File: src/rtl/arb_mux_nway_if.sv
// Handshake bundle between N producers and one consumer for arb_mux_nway.
// The slave modport is the mux side; the master modport is the producer/consumer side.
interface arb_mux_nway_if #(
    parameter int WIDTH = 16,
    parameter int N     = 8,
    parameter int SELW  = $clog2(N)
) ();
    logic [N-1:0]       in_valid;
    logic [N-1:0]       in_ready;
    logic [N*WIDTH-1:0] in_data;
    logic               out_valid;
    logic               out_ready;
    logic [WIDTH-1:0]   out_data;
    logic [SELW-1:0]    out_sel;

    modport slave (
        input  in_valid, in_data, out_ready,
        output in_ready, out_valid, out_data, out_sel
    );

    modport master (
        output in_valid, in_data, out_ready,
        input  in_ready, out_valid, out_data, out_sel
    );
endinterface

File: src/rtl/arb_mux_nway.sv
// N-way arbitrated mux: round-robin or fixed-priority grant feeding a single
// registered output slot with valid/ready on every side.
module arb_mux_nway #(
    parameter int WIDTH = 16,
    parameter int N     = 8,
    parameter int SELW  = $clog2(N),
    parameter int MODE  = 0
) (
    input  logic          clk,
    input  logic          rst_n,
    arb_mux_nway_if.slave bus
);
    logic [WIDTH-1:0] ch_data [N];

    for (genvar gi = 0; gi < N; gi++) begin : g_unpack
        assign ch_data[gi] = bus.in_data[gi*WIDTH +: WIDTH];
    end

    logic             out_valid_q, out_valid_d;
    logic [WIDTH-1:0] out_data_q,  out_data_d;
    logic [SELW-1:0]  out_sel_q,   out_sel_d;
    logic [SELW-1:0]  ptr_q,       ptr_d;

    logic             can_accept;
    logic             found;
    logic             take;
    logic [SELW-1:0]  grant_idx;
    logic [SELW:0]    cand;
    logic [N-1:0]     in_ready;

    assign can_accept = !out_valid_q || bus.out_ready;

    // Candidate index is ptr+k folded back below N; the extra bit covers ptr+k up to 2N-2.
    always_comb begin
        found     = 1'b0;
        grant_idx = '0;
        cand      = '0;
        for (int k = 0; k < N; k++) begin
            if (MODE == 0) begin
                cand = {1'b0, ptr_q} + (SELW+1)'(k);
            end else begin
                cand = (SELW+1)'(k);
            end
            if (cand >= (SELW+1)'(N)) begin
                cand = cand - (SELW+1)'(N);
            end
            if (!found && bus.in_valid[cand[SELW-1:0]]) begin
                found     = 1'b1;
                grant_idx = cand[SELW-1:0];
            end
        end
    end

    always_comb begin
        in_ready = '0;
        if (rst_n && can_accept && found) begin
            in_ready[grant_idx] = 1'b1;
        end
    end

    assign take = |in_ready;

    always_comb begin
        out_valid_d = out_valid_q;
        out_data_d  = out_data_q;
        out_sel_d   = out_sel_q;
        ptr_d       = ptr_q;
        if (take) begin
            out_valid_d = 1'b1;
            out_data_d  = ch_data[grant_idx];
            out_sel_d   = grant_idx;
            if (MODE == 0) begin
                ptr_d = (grant_idx == SELW'(N-1)) ? '0 : grant_idx + 1'b1;
            end
        end else if (bus.out_ready) begin
            out_valid_d = 1'b0;
        end
    end

    always_ff @(posedge clk or negedge rst_n) begin
        if (!rst_n) begin
            out_valid_q <= 1'b0;
            out_data_q  <= '0;
            out_sel_q   <= '0;
            ptr_q       <= '0;
        end else begin
            out_valid_q <= out_valid_d;
            out_data_q  <= out_data_d;
            out_sel_q   <= out_sel_d;
            ptr_q       <= ptr_d;
        end
    end

    assign bus.in_ready  = in_ready;
    assign bus.out_valid = out_valid_q;
    assign bus.out_data  = out_data_q;
    assign bus.out_sel   = out_sel_q;
endmodule
File: src/flat_wrapper.sv
// flat-port wrapper written by rule: the top's interface ports become plain ports
module arb_mux_nway_flat 
#(
    parameter int WIDTH = 16,
    parameter int N     = 8,
    parameter int SELW  = $clog2(N),
    parameter int MODE  = 0
)
  (clk, rst_n, bus_in_valid, bus_in_data, bus_out_ready, bus_in_ready, bus_out_valid, bus_out_data, bus_out_sel);
  arb_mux_nway_if #(.WIDTH(WIDTH), .N(N), .SELW(SELW)) bus_i ();
  input  logic clk;
  input  logic rst_n;
  input wire logic [$bits(bus_i.in_valid)-1:0] bus_in_valid;
  input wire logic [$bits(bus_i.in_data)-1:0] bus_in_data;
  input wire logic [$bits(bus_i.out_ready)-1:0] bus_out_ready;
  output wire logic [$bits(bus_i.in_ready)-1:0] bus_in_ready;
  output wire logic [$bits(bus_i.out_valid)-1:0] bus_out_valid;
  output wire logic [$bits(bus_i.out_data)-1:0] bus_out_data;
  output wire logic [$bits(bus_i.out_sel)-1:0] bus_out_sel;
  assign bus_i.in_valid = bus_in_valid;
  assign bus_i.in_data = bus_in_data;
  assign bus_i.out_ready = bus_out_ready;
  assign bus_in_ready = bus_i.in_ready;
  assign bus_out_valid = bus_i.out_valid;
  assign bus_out_data = bus_i.out_data;
  assign bus_out_sel = bus_i.out_sel;
  arb_mux_nway #(.WIDTH(WIDTH), .N(N), .SELW(SELW), .MODE(MODE)) u_core (.clk(clk), .rst_n(rst_n), .bus(bus_i));
endmodule
File: config.mk
export PLATFORM = sky130hd
export DESIGN_NAME = arb_mux_nway_flat
export DESIGN_NICKNAME = d
export VERILOG_FILES = /design/src/rtl/arb_mux_nway_if.sv /design/src/rtl/arb_mux_nway.sv /design/src/flat_wrapper.sv
export SDC_FILE = /design/constraint.sdc
export NUM_CORES = 1
export LEC_CHECK = 0
export ABC_CLOCK_PERIOD_IN_PS = 11400
export CORE_UTILIZATION = 43
export DETAILED_ROUTE_END_ITERATION = 10
export PLACE_DENSITY = 0.83
export SLEW_MARGIN = 20
export SYNTH_ARGS = -nofsm -noshare
export SYNTH_HDL_FRONTEND = slang
export SYNTH_SLANG_ARGS = --single-unit
File: constraint.sdc
create_clock -name clk -period 11.4 [get_ports clk]
set_input_delay 2.85 -clock clk [delete_from_list [all_inputs] [get_ports clk]]
set_output_delay 2.85 -clock clk [all_outputs]
set_load 0.05 [all_outputs]
Yosys cells after proc, flatten, opt, wreduce, memory -nomap -nowiden
Cells that the tools add are included.
Cells by class
  add/subtract/negate cells: 16
  order comparisons: 19
  eq/ne operators: 1
  muxes and demuxes: 49
  bitwise gates (word level): 1
  reductions and logical operators: 21
Operator list (number)
  two-way mux 3 bit: 17
  binary-select mux 16 bit (select 3 bit): 1
  < comparator 3 x 4 -> 1 bit (second input constant): 9
  >= comparator 4 bit (second input constant): 8
  two-way mux 16 bit: 2
  binary-select mux 1 bit (select 3 bit): 8
  subtractor 3 x 1 -> 3 bit (second input constant): 8
  two-way mux 1 bit: 19
  adder 3 x 3 -> 4 bit (second input constant): 4
  logical AND 1 bit: 10
  adder 3 x 2 -> 4 bit (second input constant): 2
  logical NOT 1 bit: 8
  two-way mux 8 bit: 1
  OR reduction 8 bit: 1
  adder 3 x 1 -> 4 bit (second input constant): 1
  >= comparator 3 x 4 -> 1 bit (second input constant): 1
  inverter 3 -> 4 bit: 1
  adder 3 x 1 -> 3 bit (second input constant): 1
  demux 1 bit (select 3 bit): 1
  == test 3 bit (second input constant): 1
  >= comparator 3 x 1 -> 1 bit (second input constant): 1
  nonzero test 2 bit: 1
  logical OR 1 bit: 1
Word-level totals
  flip-flop bits (word level): 23
  output and inout port bits: 28
  word-level logic and storage cells: 111

Depth between registers and ports, before layout
Gate-level depths: netlist (run 1).
  word-level depth: 33
  gate-level depth with buffers: 19
  gate-level depth less buffers: 13

Least setup slack after synthesis (run 1)
No wires, ideal clock.
  path kind: input port to output port
  start: input bus_in_valid[7]
  end: output bus_in_ready[0]
  arrival: 5.427 ns
  setup slack: 3.123 ns
  cell stages on the path: 11
  path buffers: 3
  path through: mux2i_1 > mux4_2 > a32o_1 > nand3_1 > o21ai_1 > a21oi_2 > buf_2 > buf_2 > buf_2 > nand2_1 > nor2_1
On the way
  word-level cells in the longest chain between the ends: 29
  elaborated cells on any way between the ends: 53
  those cells by class: order compare: 2; mux: 35; reduce/logical: 16
Ends and longest elaborated chain
  start, declared: line flat_wrapper.sv:13  | input wire logic [$bits(bus_i.in_valid)-1:0] bus_in_valid;
  binary-select mux 1 bit (select 3 bit): line arb_mux_nway.sv:47  | if (!found && bus.in_valid[cand[SELW-1:0]]) begin
  two-way mux 1 bit (implied by the code): line arb_mux_nway.sv:47
  two-way mux 1 bit: line arb_mux_nway.sv:47
  logical NOT 1 bit: line arb_mux_nway.sv:47
  logical AND 1 bit: line arb_mux_nway.sv:47
  two-way mux 1 bit: line arb_mux_nway.sv:47
  logical NOT 1 bit: line arb_mux_nway.sv:47
  logical AND 1 bit: line arb_mux_nway.sv:47
  (+13 left out)
  logical NOT 1 bit: line arb_mux_nway.sv:47
  logical AND 1 bit: line arb_mux_nway.sv:47
  two-way mux 3 bit: line arb_mux_nway.sv:47
  < comparator 3 x 4 -> 1 bit (implied by the code) / >= comparator 3 x 1 -> 1 bit (equally long branches): line arb_mux_nway.sv:57  | in_ready[grant_idx] = 1'b1;
  logical AND 1 bit (implied by the code): line arb_mux_nway.sv:57
  two-way mux 1 bit (implied by the code): line arb_mux_nway.sv:57
  demux 1 bit (select 3 bit)
  two-way mux 8 bit *: line arb_mux_nway.sv:56  | if (rst_n && can_accept && found) begin
  end, declared: line flat_wrapper.sv:16  | output wire logic [$bits(bus_i.in_ready)-1:0] bus_in_ready;
Every way passes the cells marked *; elsewhere a longest branch is shown, timed or not. The select of a mux whose other input is x is not followed.

Worst setup path in the final report (run 1)
  start: input bus_in_valid[7]
  end: output bus_in_ready[2]
The elaborated chain is that of the path after synthesis.

==> metrics.cfg, run 1 <==
[floorplan]
initial_core_util_pct = 44.9
rows = 30
die_h_um = 86.7
io_pins = 167
coreArea_mm2 = 0.00687
die-area_mm2 = 0.00752
die_x_um = 86.7

[grt]
grt_use_met3_pct = 5.33
grt_busiest_layer = met2
grt_pass1_wl_mm = 16.6
grt_max_degree = 56
met1_usage_pct = 36.0
antenna_found_initial = 0
grt_pass1_vias = 3188
grt_usage_pct = 28.5
gr-usage-met2_pct = 48.8
grt-ovfl-total = 0

[logic_synthesis]
synthFlopType = dfrtp_1
synth_area_mm2 = 0.00308
mappedNetlistNets = 491
yosys.area.top_type_share_pct = 20.8
synth_area_per_cell_um2 = 8.84
synthTopCellsByCount = 64 x mux2i_1, 62 x nand2_1, 23 x dfrtp_1
synthCells = 349
yosysSeqAreaShare_pct = 18.7
synth_edf_count = 0
yosysMostFrequentCell = mux2i_1
async_flop_share_pct = 100
netlist-cell-type-count = 46
synth.largest_area_cell = mux2i_1
yosys_warnings = 0
synth-seq-cells = 23
synth_area_leaders = mux2i_1 21%, dfrtp_1 19%, mux4_2 9.5%

[drt]
antenna_left = 0
wirelength_mm = 11.2
dr.pass1.iters = 4
wl_per_cell_um = 18.9
drtIter0Drc = 180
vias_per_cell = 5.79
vias = 3430
drc = 0

[hold_path]
hp-start = u_core.bus.out_sel[1]
hold_class = register to register
min_delay_path_depth = 2
min_to = u_core.bus.out_sel[1]

[timing]
finalSetupViolations = 0
fin_crit_sh_pct = 87.0
fin_setup_tns_ns = 0
timing.hold.ws_ns = 0.516
layout_min_cycle_time_ns = 9.92
clock_skew_ns = 0.00314
hold_viol = 0
maxSlewViolCount = 0
relSlewSlack_pct = 36.8
worst_slew_pin_slew_ns = 0.948
max_freq_mhz = 101
rsz0062_at_grt = no

[critical_path]
r2r_slack_ns = 6.13
end_kind = output pin
cp_common_cell = clkdlybuf4s50_1
crit_path_start_kind = input port
timing_worst_setup_path_type = input port to output pin
reg2reg_to = u_core.bus.out_data[11]
path_delay_family = simple AND/OR/NAND/NOR gates
cp_max_fo = 36
critPathSlowestCell = clkdlybuf4s50_1
crit_buf_inv = 2
crit_chain = clkdlybuf4s50_1 > mux2i_1 > mux4_2 > a32o_1 > and3_1 > a32oi_1 > and2_2 > nand3_4 > nor2_1 > clkdlybuf4s50_1
max_stage_delay_ns = 0.82
reg2regPathDepth = 12
critPathRequiredTime_ns = 8.55
worstReg2RegStart = u_core.ptr_q[0]
setup.worst_path.start = bus_in_valid[7]
arrival_ns = 7.07

[finish]
nFillCells = 563
regArea_um2 = 576
antenna_cells = 0
nNetsFinal = 639
area_delta_synth_final_pct = 53.7
drive_gt1_share_pct = 8.47
multi_input_area_mm2 = 0.00227

[run]
maxCapViolations = 0

[cts]
clock_path_buffers = 2
post_cts.repair.setup_buffers = 0
clock_sinks = 23
clk_pin_slew_ns = 0.08
insertion_delay_ns = 0.27
h-tree-depth = 1
cts_tree = yes
cts_buffers = 3
cts-root-buf = clkbuf_8
ctsHoldBuffers = 0
cts_resized = 0

[pwr]
p_per_area_mw_per_mm2 = 356
p_leak_uw = 0.00198
ir_worst_vdd_mv = 0.348
power_uw = 1690

[outcome]
status = finished, final reports clean

[placed_design]
hpwl_mm = 8.60
gp_congestion = 0.924
port_buffers = 166

## report_power, final
part,internal (µW),leakage [µW],switching (µW),total [µW]
Sequential,124,0.000278,54.8,178
Combinational,609,0.00168,846,1450
Clock,25.0,0.0000228,27.6,52.6
Total,758,0.00198,928,1690
## worst reg2reg max path: cells and delay by family (launching register included)
family          cells  cell delay [ns]
mux                 2             0.96
compound gates      5             0.97
simple gates        2             1.05
buf+inv             2             0.49
fa+ha+maj           1             0.83
flops               1             0.86
## logic make-up after synthesis
logic type      synth area share, %
flops                          18.7
buf+inv                        7.83
mux                            32.8
fa+ha+maj                      1.22
compound gates                 17.9
simple gates                   19.9
xor+xnor                       1.66
## placed cells by master (no fill, tap or decap), types with 3 or more instances in the layout
master and count:
mux2_4 3, nor2_1 16, clkdlybuf4s50_1 166, dfrtp_1 23, o21ai_0 9, nor2b_1 17
nand3_1 20, mux4_2 13, clkbuf_8 3, nand2b_1 3, buf_4 4, mux2_2 3
o221ai_1 3, ha_1 3, mux2i_1 64, a311o_1 16, nand2_1 62, a21oi_1 8
inv_1 7, o22ai_1 18, nand3_4 3
## metal layers
layer | up-vias | routed length [µm]
met5 | - | 0
met4 | 0 | 238
met3 | 22 | 852
met2 | 164 | 5590
met1 | 1644 | 4490
li1 | 1600 | -
## through the flow
step                setup slack [ns]  cells  area [µm²]  util, %
finish                          1.48    592        4740     69.0
detailed placement              1.55    588        4700     68.4
global route                    1.27    592        4740     69.0
floorplan                       3.12    349        3080        -
CTS                             1.53    592        4740     69.0
global placement                1.65    588        4700     68.4
## state kept, by name, indices dropped and copies added (netlist names)
signal                count
u_core.bus.out_data      16
u_core.bus.out_sel        3
u_core.bus.out_valid      1
u_core.ptr_q              3
## final cells by class
cell class                 count  share of cell area, %
clock buffer                   4                  0.950
inverter                      10                  0.845
multi-input combinational    289                   47.8
sequential                    23                   12.1
tap                           96                   2.53
timing repair buffer         170                   35.7
## worst max-delay path by stage
stage,end,cells past startpoint,slack (ns)
global route,bus_in_ready[2],10,1.27
CTS,bus_in_ready[2],10,1.53
finish,bus_in_ready[2],10,1.48
global placement,bus_in_ready[2],10,1.65
floorplan,bus_in_ready[0],11,3.12
detailed placement,bus_in_ready[2],10,1.55
Power figures use the tool's default switching activity.
==> inputs of run 2 (changes only) <==
--- a/config.mk
+++ b/config.mk
@@ -6,6 +6,7 @@
 export NUM_CORES = 1
 export LEC_CHECK = 0
 export ABC_CLOCK_PERIOD_IN_PS = 11400
+export CAP_MARGIN = 20
 export CORE_UTILIZATION = 43
 export DETAILED_ROUTE_END_ITERATION = 10
 export PLACE_DENSITY = 0.83
==> results of run 2 <==
Final layout, timing and power as in run 1 (identical DEF).
==> inputs of run 3 (changes only) <==
--- a/config.mk
+++ b/config.mk
@@ -5,11 +5,11 @@
 export SDC_FILE = /design/constraint.sdc
 export NUM_CORES = 1
 export LEC_CHECK = 0
-export ABC_CLOCK_PERIOD_IN_PS = 11400
+export ABC_CLOCK_PERIOD_IN_PS = 9700
 export CAP_MARGIN = 20
-export CORE_UTILIZATION = 43
+export CORE_UTILIZATION = 40
 export DETAILED_ROUTE_END_ITERATION = 10
-export PLACE_DENSITY = 0.83
+export PLACE_DENSITY = 0.78
 export SLEW_MARGIN = 20
 export SYNTH_ARGS = -nofsm -noshare
 export SYNTH_HDL_FRONTEND = slang
==> constraint.sdc (replaced) <==
create_clock -name clk -period 9.7 [get_ports clk]
set_input_delay 2.425 -clock clk [delete_from_list [all_inputs] [get_ports clk]]
set_output_delay 2.425 -clock clk [all_outputs]
set_load 0.05 [all_outputs]
==> run 3 against run 2 <==
Clock skew decreased by 0.00074 ns. Worst hold slack got worse by 0.0069 ns. Clock power increased by 16%. Final area increased by 0.55%. Wire length decreased by 2.7%. Sequential share of layout area decreased by 0.067 points. Die area increased by 7.3%. Power increased by 19%. Via count decreased by 2.2%. Register-to-register slack got worse by 1.7 ns. Largest power group unchanged.
==> metrics.cfg, run 3 (synthesis gave the netlist of run 1 again) <==
[timing]
clock_skew_ns = 0.00241  ; -0.000736 ns
fin_setup_tns_ns = 0  ; unchanged
worst_slew_pin_slew_ns = 0.834  ; -0.115 ns
relSlewSlack_pct = 44.4  ; +7.6 points
maxSlewViolCount = 0  ; unchanged
fin_crit_sh_pct = 88.5
finalSetupViolations = 0  ; unchanged
rsz0062_at_grt = no
layout_setup_ws_ns = 1.12  ; -0.362 ns
hold_viol = 0  ; unchanged
layout_min_cycle_time_ns = 8.58
max_freq_mhz = 117

[placed_design]
dp.cells = 593  ; +0.85%
place_ws_ns = 1.14  ; -0.409 ns
hpwl_mm = 8.48  ; -1.4%
dpl-instance-area_mm2 = 0.00472  ; +0.56%
gp_congestion = 0.915  ; -0.96%
port_buffers = 166  ; unchanged

[drt]
wirelength_mm = 10.9  ; -2.7%
vias_per_cell = 5.62  ; -3.0%
dr.pass1.iters = 5  ; +1
vias = 3355  ; -2.2%
drtIter0Drc = 289  ; +61%
drc = 0  ; unchanged
antenna_left = 0  ; unchanged
wl_per_cell_um = 18.2  ; -3.5%

[critical_path]
crit_path_start_kind = input port
critPathSlowestCell = clkdlybuf4s50_1
cp_max_fo = 35  ; -2.8%
crit_buf_inv = 3  ; +1
cp_common_cell = clkdlybuf4s50_1
crit_chain = clkdlybuf4s50_1 > mux2i_1 > mux4_2 > a32oi_1 > nor3_2 > a2111oi_4 > buf_4 > nor2_1 > clkdlybuf4s50_1
path_delay_family = buffers and inverters
max_stage_delay_ns = 0.72  ; -0.10 ns
end_kind = output pin
arrival_ns = 6.16  ; -0.91 ns
timing_worst_setup_path_type = input port to output pin
critPathRequiredTime_ns = 7.28  ; -1.27 ns

[cts]
cts_tree = yes
h-tree-depth = 1  ; unchanged
ctsHoldBuffers = 0  ; unchanged
cts_buffers = 3  ; unchanged
cts_resized = 0  ; unchanged
insertion_delay_ns = 0.26  ; about the same
post_cts.repair.setup_buffers = 0  ; unchanged
clock_path_buffers = 2  ; unchanged
cts-root-buf = clkbuf_8
clk_pin_slew_ns = 0.08  ; about the same
clock_sinks = 23  ; unchanged

[finish]
nNetsFinal = 641  ; +0.31%
finalNonFillerCells = 597  ; +0.84%
antenna_cells = 0  ; unchanged
area_delta_synth_final_pct = 54.6
multi_input_area_mm2 = 0.00228  ; +0.33%
nFillCells = 619  ; +9.9%
final_cell_mix = 166 x clkdlybuf4s50_1, 64 x mux2i_1, 62 x nand2_1, 23 x dfrtp_1, 20 x nand3_1
drive_gt1_share_pct = 8.84  ; +0.37 points
finalInstanceArea_mm2 = 0.00477  ; +0.55%
largest_reg_flops = 16  ; unchanged
mostFrequentLayoutCell = clkdlybuf4s50_1
regArea_um2 = 576  ; unchanged

[run]
maxCapViolations = 0  ; unchanged

[pwr]
p_per_area_mw_per_mm2 = 420  ; +18%
p_leak_uw = 0.00199  ; +0.55%
ir_worst_vdd_mv = 0.497  ; +43%
power_uw = 2000  ; +19%

[grt]
grt_pass1_vias = 3205  ; +0.53%
grt_pass1_wl_mm = 16.9  ; +1.8%
grt_usage_pct = 25.9  ; -2.7 points
grt_max_degree = 36  ; -36%
grt-ovfl-total = 0  ; unchanged
antenna_found_initial = 0  ; unchanged

[floorplan]
initial_core_util_pct = 41.9  ; -3.0 points
io_pins = 167  ; unchanged
die-area_mm2 = 0.00807  ; +7.3%
die_h_um = 89.8  ; +3.6%
coreArea_mm2 = 0.00737  ; +7.3%
die_x_um = 89.8  ; +3.6%
rows = 31  ; +3.3%

[outcome]
status = finished, final reports clean

[hold_path]
hold_class = register to register

-- run 3: cell type report --
class	instances	share of cell area (%)
Multi-Input combinational cell	289	47.7
Tap cell	99	2.60
Timing Repair Buffer	172	35.8
Sequential cell	23	12.1
Clock buffer	4	0.945
Inverter	10	0.840
-- run 3: stage by stage --
stage	hold WS (ns)	util, %
final	0.509	64.7
after global routing	0.544	64.7
after CTS	0.516	64.7
after detailed placement	0.495	64.1
after global placement	0.486	64.1
after floorplan	0.752	-
-- run 3: path summary, 6_finish.rpt --
| check | cells after the start | endpoint | startpoint | slack (ns) |
|---|---|---|---|---|
| worst max register to register | 11 | u_core.bus.out_data[4] | u_core.ptr_q[0] | 4.46 |
| min in group asynchronous | 2 | u_core.bus.out_valid | rst_n | 2.57 |
| worst min register to register | 1 | u_core.bus.out_sel[0] | u_core.bus.out_sel[0] | 0.51 |
| worst max-delay path | 9 | bus_in_ready[7] | bus_in_valid[7] | 1.12 |
| max in group asynchronous | 2 | u_core.ptr_q[2] | rst_n | 6.89 |
| worst min-delay path | 1 | u_core.bus.out_sel[0] | u_core.bus.out_sel[0] | 0.51 |
-- run 3: worst reg2reg max path, stage by stage, from the launching register on --
cell       delay (ns)
dfrtp_1          0.85
inv_2            0.25
ha_1             0.87
mux2i_1          0.23
mux4_2           0.51
a32oi_1          0.43
nor3_2           0.13
a2111oi_4        0.51
buf_4            0.52
mux2i_1          0.34
o22ai_1          0.14
a311o_1          0.33
-- run 3: where the power goes --
group          internal (µW)  switching, µW
Sequential               145           62.6
Clock                   29.4           31.7
Combinational            722           1010
-- run 3: metal layers --
| layer | routed length (µm) | global-route usage (%) | part of all wire (%) | up-vias |
|---|---|---|---|---|
| li1 | - | - | - | 1603 |
| met1 | 4490 | 33.8 | 41 | 1607 |
| met2 | 5490 | 44.6 | 51 | 135 |
| met3 | 749 | 5.75 | 6.9 | 10 |
| met4 | 136 | 3.83 | 1.3 | 0 |
| met5 | 0 | 0 | 0 | - |
